<file path="src/rtl/pdm_decimator.sv">
// PDM-to-level decimator: counts the ones in each window of 2^WINDOW_LOG2
// qualified samples and reports the count with a one-cycle valid/changed strobe.
module pdm_decimator #(
  parameter int WINDOW_LOG2 = 5
) (
  input  logic                   clk,
  input  logic                   reset,
  input  logic                   pdm_in,
  input  logic                   en,
  input  logic                   clear,
  output logic [WINDOW_LOG2:0]   level,
  output logic                   valid,
  output logic                   changed
);

  localparam logic [WINDOW_LOG2-1:0] LAST = '1;

  logic [WINDOW_LOG2-1:0] wcnt_q, wcnt_d;
  logic [WINDOW_LOG2:0]   acc_q, acc_d;
  logic [WINDOW_LOG2:0]   level_q, level_d;
  logic [WINDOW_LOG2:0]   sum;
  logic                   valid_q, valid_d;
  logic                   changed_q, changed_d;

  // acc never exceeds N-1 before the add, so the extra bit absorbs the all-ones window.
  assign sum = acc_q + {{WINDOW_LOG2{1'b0}}, pdm_in};

  always_comb begin
    wcnt_d    = wcnt_q;
    acc_d     = acc_q;
    level_d   = level_q;
    valid_d   = 1'b0;
    changed_d = 1'b0;
    if (clear) begin
      wcnt_d = '0;
      acc_d  = '0;
    end else if (en) begin
      if (wcnt_q == LAST) begin
        level_d   = sum;
        valid_d   = 1'b1;
        changed_d = (sum != level_q);
        acc_d     = '0;
        wcnt_d    = '0;
      end else begin
        acc_d  = sum;
        wcnt_d = wcnt_q + 1'b1;
      end
    end
  end

  always_ff @(posedge clk or posedge reset) begin
    if (reset) begin
      wcnt_q    <= '0;
      acc_q     <= '0;
      level_q   <= '0;
      valid_q   <= 1'b0;
      changed_q <= 1'b0;
    end else begin
      wcnt_q    <= wcnt_d;
      acc_q     <= acc_d;
      level_q   <= level_d;
      valid_q   <= valid_d;
      changed_q <= changed_d;
    end
  end

  assign level   = level_q;
  assign valid   = valid_q;
  assign changed = changed_q;

endmodule

</file>
<file path="config.mk">
export PLATFORM = sky130hd
export DESIGN_NAME = pdm_decimator
export DESIGN_NICKNAME = d
export VERILOG_FILES = /design/src/rtl/pdm_decimator.sv
export SDC_FILE = /design/constraint.sdc
export NUM_CORES = 1
export LEC_CHECK = 0
export ABC_AREA = 1
export CAP_MARGIN = 10
export CORE_MARGIN = 8
export CORE_UTILIZATION = 57
export DETAILED_ROUTE_END_ITERATION = 6
export PLACE_DENSITY = 0.84
export SETUP_SLACK_MARGIN = 0.05
export SYNTH_ARGS = -nofsm -noshare
export SYNTH_HDL_FRONTEND = slang
export SYNTH_SLANG_ARGS = --single-unit
</file>
<file path="constraint.sdc">
create_clock -name clk -period 2.52 [get_ports clk]
set_clock_uncertainty 0.15 [all_clocks]
set_input_delay 0.252 -clock clk [delete_from_list [all_inputs] [get_ports clk]]
set_output_delay 0.252 -clock clk [all_outputs]
set_load 0.01 [all_outputs]
</file>
==> qor.yml <==
status:
  status: "completed"
cells_and_area:
  final_cell_area_um2: 1169
  drive_gt1_share_pct: 7.971
  layout_common_cells: "nand2_1, inv_1, dfrtp_1"
  instances_no_fill: 155
  fin_nets: 148
  final_common_cell: "nand2_1"
  fin_util_pct: 69.19
  diodes: 0
  syn2layout_area_growth_pct: 16.17
setup_path:
  startpoint_type: "register"
  cp_data_arrival_time_ps: 1920
  end_kind: "register"
  crit_fanout: 3
  crit_type: "register to register"
  required_ps: 2580
run:
  maxCapViolCount: 0
drt:
  vias_per_cell: 5.548
  drt_iter0_markers: 16
  antenna_left: 0
  drt-total-wl_mm: 2.090
  first_pass_iters: 4
  drc: 0
  highest_layer: "met4"
  route.met3.wl_um: 60
  wl_met2_mm: 1.070
  routedWlPerCell_um: 13.48
  met1_length_um: 908
  vias: 860
global_route:
  antenna_found_initial: 0
  grt_max_degree: 20
  grtUsageTotal_pct: 13.32
  grt_pass1_vias: 865
  grt_pass1_wl_mm: 3.525
  globalRouteOverflowTotal: 0
synthesis:
  synth_nets: 132
  yosysSeqAreaShare_pct: 47.26
  synth_area_um2: 1006
  yosysWarnings: 0
  yosysUniqueCellTypes: 20
  syn_inst: 123
  ys_seq_elements: 19
  syn_area_per_cell_um2: 8.179
sta:
  rsz0062_at_grt: "no"
  relSlewSlack_pct: 52.00
  tightest_slew_ps: 719.1
  maxSlewViolCount: 0
  final-setup-viol-count: 0
  fin_tns_setup_ps: 0
  min_period_ps: 1860
  hold_viol: 0
  setup_ws_ps: 660.0
  fmax_ghz: 0.5376
  fin_crit_sh_pct: 73.81
clock_network:
  root_buffer: "clkbuf_4"
  cts_resized: 0
  clkTransAtPathRegs_ps: 110
  postCtsSetupBuffers: 0
  cts_buffers: 3
  insertion_delay_ps: 300
  cts_tree: "yes"
  cts_max_path_buffers: 2
  cts_sinks: 19
  htreeDepth: 1
  ctsHoldBuffers: 0
place:
  io_buffers: 12
  placed_area_um2: 1142
  dp_slack_ps: 389.0
  place_congestion: 0.8280
  post-dp-hpwl_mm: 1.604
  place_inst: 151
die:
  die_w_um: 58.01
  initial_core_util_pct: 59.56
  die_area_um2: 3365
  io_pins: 13
  rows: 15
  die_y_um: 58.01
  core_area_um2: 1689
power_and_ir_drop:
  p_leak_uw: 0.0005473
  p_per_area_nw_per_um2: 462.6
  ir_worst_vdd_mv: 0.3720
hold_path:
  hold_class: "primary input to async pin"
[kinds of logic after synthesis]
| family | after synthesis | share of synthesized area [%] |
|---|---|---|
| AND/OR/NAND/NOR | 53 | 25.00 |
| buffers and inverters | 24 | 9.079 |
| AO/OA/AOI/OAI | 21 | 11.82 |
| flip-flops | 19 | 47.26 |
| adder cells (fa/ha/maj) | 4 | 4.975 |
| XOR/XNOR | 1 | 0.8708 |
| multiplexers | 1 | 0.9951 |
[critical path, cell delays in order (launching register included)]
cell and delay, ps:
dfrtp_1 400, ha_1 230, ha_1 330, inv_1 60, nand2_1 50, nand2_1 40
nor2_1 90, nand3_1 80, nor2_1 110, nand3_1 100, nand2_1 70, inv_1 40
[layout make-up]
type                            count  area (um2)
Fill cell                         144       520.5
Sequential cell                    19       475.5
Clock buffer                        4       26.28
Tap cell                           17       21.27
Inverter                           23       86.33
Timing Repair Buffer               12       120.1
Multi-Input combinational cell     80       439.2
[synthesized netlist by cell type]
master / instances / area [um2]
nor2_1: 5 / 18.77
buf_2: 1 / 5.000
o21ai_0: 11 / 55.05
nand2_2: 3 / 18.77
or2_2: 1 / 6.260
nand3b_1: 2 / 15.01
nor2_4: 2 / 22.52
xnor2_1: 1 / 8.760
inv_2: 1 / 3.750
a21boi_0: 1 / 7.510
inv_1: 22 / 82.58
a21oi_1: 1 / 5.000
o21bai_1: 1 / 7.510
nand2_1: 28 / 105.1
nand3_1: 11 / 55.05
nand3_2: 1 / 10.01
mux2i_1: 1 / 10.01
ha_1: 4 / 50.05
dfrtp_1: 19 / 475.5
o22ai_1: 7 / 43.79
[where the power goes]
part           internal (uW)  switching (uW)
clock                   61.7            94.8
sequential               314            7.66
combinational           27.7            35.1
total                    403             138
[metrics by stage]
step | power, uW | hold WS (ps)
floorplan | 364.5 | 53.13
global placement | 388.7 | 345.5
detailed placement | 390.6 | 350.9
CTS | 541.9 | 254.5
global route | 558.6 | 313.7
finish | 540.6 | 223.1
[final timing paths]
check                          start         to  slack, ps  depth (start not counted)
min in group clk           wcnt_q[0]  wcnt_q[0]        360                          1
hold / removal                 reset   acc_q[0]        220                          2
hold reg to reg            wcnt_q[0]  wcnt_q[0]        360                          1
setup / recovery            acc_q[0]    changed        660                         11
setup reg to reg            acc_q[0]    changed        660                         11
max in group asynchronous      reset   acc_q[4]       1550                          2
[sequential cells by signal (all words and copies together), names as in the netlist]
name and cells:
acc_q 6, level 6, valid 1, wcnt_q 5, changed 1
[routing by layer]
| layer | GRT usage, % | vias to the layer above |
|---|---|---|
| li1 | - | 425 |
| met1 | 14.87 | 404 |
| met2 | 23.89 | 24 |
| met3 | 1.987 | 7 |
| met4 | 6.643 | 0 |
| met5 | 0 | - |
(Power assumes the default switching activity.)
